### src/rtl/poly_tone_synth.sv
// poly_tone_synth: polyphonic square-wave tone generator.
// Up to VOICES voices are allocated from a fixed 16-note table by decoded key
// events. The voice tones are summed and turned into a 1-bit speaker stream by
// a first-order sigma-delta modulator. Voice status is reported for LEDs and
// the seven-segment display.
//
// Event interface: key_valid is a one-cycle strobe with no ready signal. The
// block accepts every event on the edge where key_valid is high, and
// key_make/key_note are sampled only on that edge.
module poly_tone_synth #(
  parameter int CLK_HZ = 100_000_000,
  parameter int VOICES = 4,
  parameter int CNT_W  = 20
) (
  input  logic              CLK,
  input  logic              rst,
  input  logic              key_valid,
  input  logic              key_make,
  input  logic [3:0]        key_note,
  output logic              speaker,
  output logic [VOICES-1:0] active_mask,
  output logic [3:0]        voice_count,
  output logic              steal
);

  localparam int PTR_W = (VOICES > 1) ? $clog2(VOICES) : 1;
  // Accumulator stays below VOICES (<= 8) and the tone sum is <= VOICES, so
  // acc + sum is at most 15 and fits in 4 bits.
  localparam int ACC_W = 4;

  // Note frequencies in Hz, C4 .. E5.
  function automatic int note_hz(input int n);
    case (n)
      0:       return 262;
      1:       return 277;
      2:       return 294;
      3:       return 311;
      4:       return 330;
      5:       return 349;
      6:       return 370;
      7:       return 392;
      8:       return 415;
      9:       return 440;
      10:      return 466;
      11:      return 494;
      12:      return 523;
      13:      return 554;
      14:      return 587;
      default: return 659;
    endcase
  endfunction

  // Terminal counter values (half period minus one), built at elaboration so
  // no divider exists in hardware.
  function automatic logic [16*CNT_W-1:0] build_half_m1();
    logic [16*CNT_W-1:0] tbl;
    int                  h;
    tbl = '0;
    for (int n = 0; n < 16; n++) begin
      h = CLK_HZ / (2 * note_hz(n));
      if (h < 1) h = 1;
      tbl[n*CNT_W +: CNT_W] = CNT_W'(h - 1);
    end
    return tbl;
  endfunction

  localparam logic [16*CNT_W-1:0] HALF_M1 = build_half_m1();

  logic [CNT_W-1:0]  half_m1_tbl [16];
  logic [VOICES-1:0] v_valid;
  logic [3:0]        v_note [VOICES];
  logic [CNT_W-1:0]  v_cnt  [VOICES];
  logic [VOICES-1:0] v_tone;
  logic [PTR_W-1:0]  steal_ptr;
  logic [ACC_W-1:0]  acc;

  logic              hit;
  logic [PTR_W-1:0]  hit_idx;
  logic              free_any;
  logic [PTR_W-1:0]  free_idx;
  logic              load_en;
  logic [PTR_W-1:0]  load_idx;
  logic              clear_en;
  logic              steal_now;
  logic [ACC_W-1:0]  tone_sum;
  logic [ACC_W-1:0]  mix_t;
  logic [3:0]        valid_cnt;

  for (genvar n = 0; n < 16; n++) begin : g_tbl
    assign half_m1_tbl[n] = HALF_M1[n*CNT_W +: CNT_W];
  end

  // Find the voice holding key_note and the lowest-index free voice.
  always_comb begin
    hit      = 1'b0;
    hit_idx  = '0;
    free_any = 1'b0;
    free_idx = '0;
    for (int v = 0; v < VOICES; v++) begin
      if (v_valid[v] && (v_note[v] == key_note)) begin
        hit     = 1'b1;
        hit_idx = PTR_W'(v);
      end
    end
    for (int v = VOICES - 1; v >= 0; v--) begin
      if (!v_valid[v]) begin
        free_any = 1'b1;
        free_idx = PTR_W'(v);
      end
    end
  end

  // Resolve the event: retrigger is ignored, else free voice, else steal.
  always_comb begin
    load_en   = 1'b0;
    load_idx  = free_idx;
    clear_en  = 1'b0;
    steal_now = 1'b0;
    if (key_valid) begin
      if (key_make) begin
        if (!hit) begin
          load_en = 1'b1;
          if (!free_any) begin
            load_idx  = steal_ptr;
            steal_now = 1'b1;
          end
        end
      end else if (hit) begin
        clear_en = 1'b1;
      end
    end
  end

  // Voice state: an event on a voice takes precedence over its counting.
  always_ff @(posedge CLK) begin
    for (int v = 0; v < VOICES; v++) begin
      if (rst) begin
        v_valid[v] <= 1'b0;
        v_note[v]  <= '0;
        v_cnt[v]   <= '0;
        v_tone[v]  <= 1'b0;
      end else if (load_en && (load_idx == PTR_W'(v))) begin
        v_valid[v] <= 1'b1;
        v_note[v]  <= key_note;
        v_cnt[v]   <= '0;
        v_tone[v]  <= 1'b0;
      end else if (clear_en && (hit_idx == PTR_W'(v))) begin
        v_valid[v] <= 1'b0;
        v_cnt[v]   <= '0;
        v_tone[v]  <= 1'b0;
      end else if (v_valid[v]) begin
        if (v_cnt[v] == half_m1_tbl[v_note[v]]) begin
          v_cnt[v]  <= '0;
          v_tone[v] <= ~v_tone[v];
        end else begin
          v_cnt[v] <= v_cnt[v] + 1'b1;
        end
      end
    end
  end

  // Round-robin steal pointer and one-cycle steal pulse.
  always_ff @(posedge CLK) begin
    if (rst) begin
      steal_ptr <= '0;
      steal     <= 1'b0;
    end else begin
      steal <= steal_now;
      if (steal_now) begin
        steal_ptr <= (steal_ptr == PTR_W'(VOICES - 1)) ? '0 : steal_ptr + 1'b1;
      end
    end
  end

  // Popcounts of the tone bits (mixer input) and of the active voices.
  always_comb begin
    tone_sum  = '0;
    valid_cnt = '0;
    for (int v = 0; v < VOICES; v++) begin
      tone_sum  = tone_sum + ACC_W'(v_tone[v]);
      valid_cnt = valid_cnt + 4'(v_valid[v]);
    end
    mix_t = acc + tone_sum;
  end

  // First-order sigma-delta: emit a 1 whenever the accumulator crosses VOICES.
  always_ff @(posedge CLK) begin
    if (rst) begin
      acc     <= '0;
      speaker <= 1'b0;
    end else if (mix_t >= ACC_W'(VOICES)) begin
      acc     <= mix_t - ACC_W'(VOICES);
      speaker <= 1'b1;
    end else begin
      acc     <= mix_t;
      speaker <= 1'b0;
    end
  end

  assign active_mask = v_valid;
  assign voice_count = valid_cnt;

endmodule

### config.mk
export PLATFORM = sky130hd
export DESIGN_NAME = poly_tone_synth
export DESIGN_NICKNAME = d
export VERILOG_FILES = /design/src/rtl/poly_tone_synth.sv
export SDC_FILE = /design/constraint.sdc
export NUM_CORES = 1
export LEC_CHECK = 0
export ABC_AREA = 1
export ABC_CLOCK_PERIOD_IN_PS = 3000
export CAP_MARGIN = 5
export CORE_ASPECT_RATIO = 1.1
export CORE_UTILIZATION = 64
export DETAILED_ROUTE_END_ITERATION = 10
export PLACE_DENSITY = 0.8
export SLEW_MARGIN = 20
export SYNTH_ARGS = -nofsm -noshare
export SYNTH_HDL_FRONTEND = slang
export SYNTH_SLANG_ARGS = --single-unit
### constraint.sdc
create_clock -name CLK -period 3 [get_ports CLK]
set_clock_uncertainty 0.2 [all_clocks]
set_input_delay 0.6 -clock CLK [delete_from_list [all_inputs] [get_ports CLK]]
set_output_delay 0.6 -clock CLK [all_outputs]
set_load 0.03 [all_outputs]
==> results.json, run 1 <==
{
  "synth_top_area_share_pct": 30.9,
  "synth_fa_ha_area_share_pct": 6.22,
  "die_h_microns": 129,
  "synthArstFlopShare_pct": 0,
  "ys_seq_area_share_pct": 34.3,
  "cts.sinks": 112,
  "fin_area_sq_mm": 0.0102,
  "worstPathCellList": "inv_1 -> fa_1 -> inv_1 -> ha_1 -> ha_1 -> dlygate4sd2_1",
  "synth-xor-area-share_pct": 8.25,
  "cp-start-kind": "register",
  "fin_nets": 1406,
  "die_w_microns": 117,
  "cp_slowest_cell": "fa_1",
  "clk_pin_slew_ns": 0.07,
  "drv_slew": 0,
  "ioPinCount": 18,
  "finalSetupViolations": 0,
  "status": "finished, final reports clean",
  "cp.arrival_ns": 2.08,
  "clockBufferDepth": 2,
  "yosysWarnings": 0,
  "cp_top_family": "adder cells",
  "drt-initial-drc-count": 775,
  "p_leak_nw": 4.60,
  "synth-edff-count": 96,
  "max_stage_delay_ns": 0.57,
  "syn2layout_area_growth_pct": 9.04,
  "drv_cap": 0,
  "globalplace.congestion": 0.935,
  "synthDistinctLibCells": 40,
  "cts-buffers-inserted": 9,
  "syn_nets": 1370,
  "path_buf_inv": 3,
  "ys_top_cells_by_area": "edfxtp_1 (31%), nand2_1 (15%), nor2_1 (8.0%), xor2_1 (6.4%), inv_1 (5.9%)",
  "rsz0062_at_grt": "false",
  "dr.pass1.iters": 5,
  "ys_top_cells_by_count": "nand2_1 (385), nor2_1 (200), inv_1 (148)",
  "hp-class": "reg2reg",
  "clk_latency_ns": 0.35,
  "synth_area_sq_mm": 0.00934,
  "synth-compound-area-share_pct": 5.91,
  "slew_headroom_pct": 56.7,
  "grt_max_degree": 22,
  "post_drt_wl_per_cell_microns": 13.3,
  "clockRootBuffer": "clkbuf_16",
  "vias": 8323,
  "tightestPinTransition_ns": 0.648,
  "grt_overflow": 0,
  "die_area_sq_mm": 0.0151,
  "synth-simple-area-share_pct": 36.1,
  "antenna_found_initial": 0,
  "syn_inst": 1318,
  "grtUsageTotal_pct": 29.1,
  "hold_violations": 0,
  "max-vdd-ir-drop_mv": 0.297,
  "dp_hpwl_microns": 15600,
  "fin_crit_sh_pct": 96.1,
  "drc": 0,
  "grt_first_pass_wirelength_microns": 34800,
  "avgSynthCellArea_sq_um": 7.08,
  "diodes": 0,
  "htreeDepth": 3,
  "synth.most_common_cell": "nand2_1",
  "fmax_mhz": 347,
  "core_sq_mm": 0.0140,
  "power.density_mw_per_mm2": 361,
  "synthMuxAreaShare_pct": 0,
  "final_core_util_pct": 72.6,
  "tritoncts": "done",
  "antenna_left": 0,
  "cp_data_required_time_ns": 2.20,
  "fin_crit_ns": 2.88,
  "hold_buffers": 0,
  "n_fill_cell": 1162,
  "placementRows": 45,
  "yosys.area.top_type": "edfxtp_1",
  "initial_core_util_pct": 66.6,
  "criticalPathCategory": "reg2out",
  "cts_setup_buffers": 0,
  "end_kind": "output port",
  "synth_seq_cells": 112,
  "drt-vias-per-instance": 5.38,
  "drive_above_1_share_pct": 9.35,
  "wirelength_microns": 20600,
  "grt_pass1_vias": 7662,
  "io_buffer_count": 16,
  "post_dp_cell_area_sq_mm": 0.00992,
  "synth-main-ff-cell": "edfxtp_1",
  "synth_top_family_by_area": "simple AND/OR/NAND/NOR gates",
  "critPathMaxFanout": 2
}
==> metal layers <==
layer	GRT usage (%)	vias to the layer above	routed length, microns	part of all wire [%]
met1	40.2	3826	9800	47
met5	0	-	0	0
met3	2.54	36	769	3.7
li1	-	4276	-	-
met4	10.3	0	463	2.2
met2	47.6	185	9600	47
==> what timing repair did <==
item | in CTS | in global routing
setup endpoints to repair | 2 | 0
endpoints found under the hold margin | 0 | 0
gates resized for setup | 2 | 0
==> worst min-delay path, cell delays in order (launching register included) <==
cell     delay [ns]
dfxtp_1        0.34
inv_1          0.07
a21oi_1        0.06
==> power breakdown <==
part | total [mW] | internal [mW] | switching, mW
sequential | 1.87 | 1.77 | 0.0979
combinational | 0.700 | 0.260 | 0.440
clock | 1.11 | 0.567 | 0.543
==> logic make-up (layout without fill, tap and decap cells) <==
kind of cell,after synthesis,in the layout
AOI/OAI and AO/OA,97,97
xor gates and xnor gates,88,88
adders and majority gates,44,44
buffers and inverters,199,240
DFF,112,112
other,1,1
and+or+nand+nor,777,777
==> final timing paths <==
check        slack, ns        endpoint  cells after the start           start
max               0.12  voice_count[2]                      6  active_mask[0]
min               0.32    steal_ptr[1]                      2    steal_ptr[1]
max reg2reg       0.23     v_cnt[0][5]                     13    v_note[0][0]
min reg2reg       0.32    steal_ptr[1]                      2    steal_ptr[1]
==> stage by stage <==
step                      total power, mW  std cells  TNS [ns]  hold slack (ns)  setup WS [ns]
after floorplan                      2.39       1318         0            0.254          0.151
after global placement               2.58       1531   -0.0842            0.279       -0.00480
after detailed placement             2.59       1531     -5.51            0.308        -0.0707
after CTS                            3.69       1547         0            0.318          0.109
after global routing                 3.87       1547         0            0.359         0.0312
final                                3.68       1547         0            0.319          0.116
==> flip-flops by register name, indices dropped and copies added (netlist names) <==
signal and count:
acc 4, steal_ptr 2, v_cnt 80, v_note 16, active_mask 4, steal 1, v_tone 4, speaker 1
==> area by class of cell <==
| cell class | instances | area, sq um | area share [%] |
|---|---|---|---|
| timing repair buffer | 61 | 593 | 5.82 |
| multi-input combinational | 1007 | 5270 | 51.8 |
| inverter | 163 | 612 | 6.01 |
| clock buffer | 12 | 236 | 2.32 |
| tap | 188 | 235 | 2.31 |
| clock inverter | 4 | 28.8 | 0.283 |
| sequential | 112 | 3200 | 31.5 |
==> cells in the final DEF, fill, tap and decap left out, types with 3 or more instances in the layout <==
cell type,n
inv_1,148
nand3_2,9
clkbuf_1,3
ha_1,40
nand3_1,89
clkbuf_16,9
o21ai_0,49
o21ai_1,11
nand3b_1,9
xor2_1,68
nor2_1,200
a21oi_1,13
nor3_2,5
inv_2,15
xnor2_1,20
nand2_2,5
edfxtp_1,96
fa_1,4
nand4_1,23
nor2_2,25
o211ai_1,18
nor3_1,16
nand2_1,385
dfxtp_1,16
buf_12,8
buf_4,38
clkdlybuf4s50_1,13
Note: power is estimated with default switching activity, not from simulation.
==> inputs of run 2 (changes only) <==
--- a/config.mk
+++ b/config.mk
@@ -9,10 +9,9 @@
 export ABC_CLOCK_PERIOD_IN_PS = 3000
 export CAP_MARGIN = 5
 export CORE_ASPECT_RATIO = 1.1
-export CORE_UTILIZATION = 64
+export CORE_UTILIZATION = 55
 export DETAILED_ROUTE_END_ITERATION = 10
-export PLACE_DENSITY = 0.8
-export SLEW_MARGIN = 20
+export PLACE_DENSITY = 0.7
 export SYNTH_ARGS = -nofsm -noshare
 export SYNTH_HDL_FRONTEND = slang
 export SYNTH_SLANG_ARGS = --single-unit
==> results.json, run 2 (synthesis results as in run 1) <==
{
  "status": "finished, final reports clean",
  "grt_pass1_vias": 7733,
  "cp_data_required_time_ns": 2.20,
  "cts-buffers-inserted": 9,
  "cp.depth": 6,
  "end_kind": "output port",
  "fin_crit_ns": 2.88,
  "io_buffer_count": 16,
  "criticalPathCategory": "reg2out",
  "register_area_sq_mm": 0.00320,
  "rsz0062_at_grt": "false",
  "tritoncts": "done",
  "crit_start": "active_mask[0]",
  "mostFrequentLayoutCells": "nand2_1 (385), nor2_1 (200), inv_1 (148)",
  "reg2reg_from": "v_note[0][1]",
  "max-vdd-ir-drop_mv": 0.251,
  "dp_hpwl_microns": 15800,
  "rr_endpoint": "v_cnt[0][14]",
  "clock_power_share_pct": 33.0,
  "multi_input_area_sq_mm": 0.00527,
  "cp.arrival_ns": 2.08,
  "slew_headroom_pct": 55.0,
  "diodes": 0,
  "grt_overflow": 0,
  "drv_cap": 0,
  "layoutNonFillerInstCount": 1571,
  "regMostFlops": "v_cnt",
  "die_h_microns": 139,
  "total_power_mw": 3.84,
  "drc": 0,
  "fin_nets": 1414,
  "rrSetupSlack_ns": 0.29,
  "fin_setup_tns_ns": 0,
  "intPower_mw": 2.73,
  "reg_top3": "v_cnt x80, v_note x16",
  "placementRows": 49,
  "min-delay-start": "steal_ptr[1]",
  "drive_above_1_share_pct": 10.0,
  "cts-resized-gates": 2,
  "grt_first_pass_wirelength_microns": 36000,
  "cp_top_family": "adder cells",
  "max_stage_delay_ns": 0.56,
  "die_area_sq_mm": 0.0175,
  "initial_core_util_pct": 56.6,
  "dr.pass1.iters": 5,
  "clockRootBuffer": "clkbuf_16",
  "vias": 8255,
  "path_buf_inv": 3,
  "layout_commonest_cell": "nand2_1",
  "cp-start-kind": "register",
  "hp-class": "reg2reg",
  "syn2layout_area_growth_pct": 10.4,
  "antenna_found_initial": 0,
  "worstPathCellList": "inv_1 -> fa_1 -> inv_1 -> ha_1 -> ha_1 -> dlygate4sd2_1",
  "drv_slew": 0,
  "p_comb_share_pct": 18.4,
  "power.density_mw_per_mm2": 372,
  "swShare_pct": 28.9,
  "finalSetupViolations": 0,
  "cp_slowest_cell": "fa_1",
  "n_fill_cell": 1488,
  "switchingPower_mw": 1.11,
  "post-place-cells": 1555,
  "clockBufferDepth": 2,
  "tightestPinTransition_ns": 0.674,
  "timing.hold.ws_ns": 0.299,
  "fin_crit_sh_pct": 95.9,
  "hold_violations": 0,
  "reg2reg_depth": 14,
  "ioPinCount": 18,
  "grt_max_degree": 22,
  "drt-vias-per-instance": 5.25,
  "drt-initial-drc-count": 876,
  "die_w_microns": 126,
  "dp_worst_setup_slack_ns": -0.0959,
  "fmax_mhz": 348,
  "clk_pin_slew_ns": 0.07,
  "hold_buffers": 0,
  "wirelength_microns": 21100,
  "globalplace.congestion": 0.877,
  "cts.sinks": 112,
  "power_frac_seq_pct": 48.6,
  "core_sq_mm": 0.0165,
  "endpoint": "voice_count[2]",
  "htreeDepth": 3,
  "clk_latency_ns": 0.36,
  "largest_register_ffs": 80,
  "antenna_left": 0,
  "critPathMaxFanout": 2,
  "p_leak_nw": 4.67,
  "timing.final.ws_setup_ns": 0.124,
  "grtUsageTotal_pct": 25.3,
  "cts_setup_buffers": 0,
  "post_drt_wl_per_cell_microns": 13.4
}
run 2: cell types whose count changed in the layout (fill, tap and decap cells not counted), sizes merged:
cell,change
bufinv,+1
buf,+8
inv,-1
clkinvlp,-2
clkinv,+2
run 2: tightest hold or removal path, delay by kind of cell, from the launching register on:
family / cells / cell delay (ns)
AOI/OAI and AO/OA: 1 / 0.05
buffers and inverters: 1 / 0.06
DFF: 1 / 0.35
run 2: stage by stage:
| step | util, % | instance area (sq um) |
|---|---|---|
| 4_1_cts | 62.5 | 10300 |
| 3_5_place_dp | 60.6 | 10000 |
| 2_1_floorplan | - | 9340 |
| 5_1_grt | 62.5 | 10300 |
| 6_report | 62.5 | 10300 |
| 3_3_place_gp | 60.6 | 10000 |
run 2: routing by layer:
metal | vias up | part of all wire (%) | track usage [%]
li1 | 4304 | - | -
met1 | 3753 | 47 | 34.1
met2 | 165 | 47 | 41.8
met3 | 33 | 4.2 | 4.01
met4 | 0 | 1.7 | 7.36
met5 | - | 0 | 0
run 2: how the worst min path moves through the flow:
stage | end | slack (ns) | depth (start not counted)
global placement | steal_ptr[1] | 0.28 | 2
global route | steal_ptr[1] | 0.32 | 2
detailed placement | steal_ptr[1] | 0.28 | 2
floorplan | steal_ptr[1] | 0.25 | 2
finish | steal_ptr[1] | 0.30 | 2
CTS | steal_ptr[1] | 0.30 | 2
run 2: power groups by stage:
| stage | clock network, mW | logic [mW] | registers (mW) |
|---|---|---|---|
| 6_report | 1.27 | 0.706 | 1.86 |
| 4_1_cts | 1.29 | 0.704 | 1.86 |
| 5_1_grt | 1.35 | 0.802 | 1.87 |
| 3_3_place_gp | 0 | 0.691 | 1.89 |
| 2_1_floorplan | 0 | 0.519 | 1.88 |
| 3_5_place_dp | 0 | 0.698 | 1.90 |
run 2: final cells by class:
type,count,area share [%]
clock buffers,12,2.49
clock inverters,4,0.510
inverters,163,5.94
multi-input cells,1007,51.2
flip-flops and latches,112,31.1
well taps,204,2.48
repair buffers,69,6.34
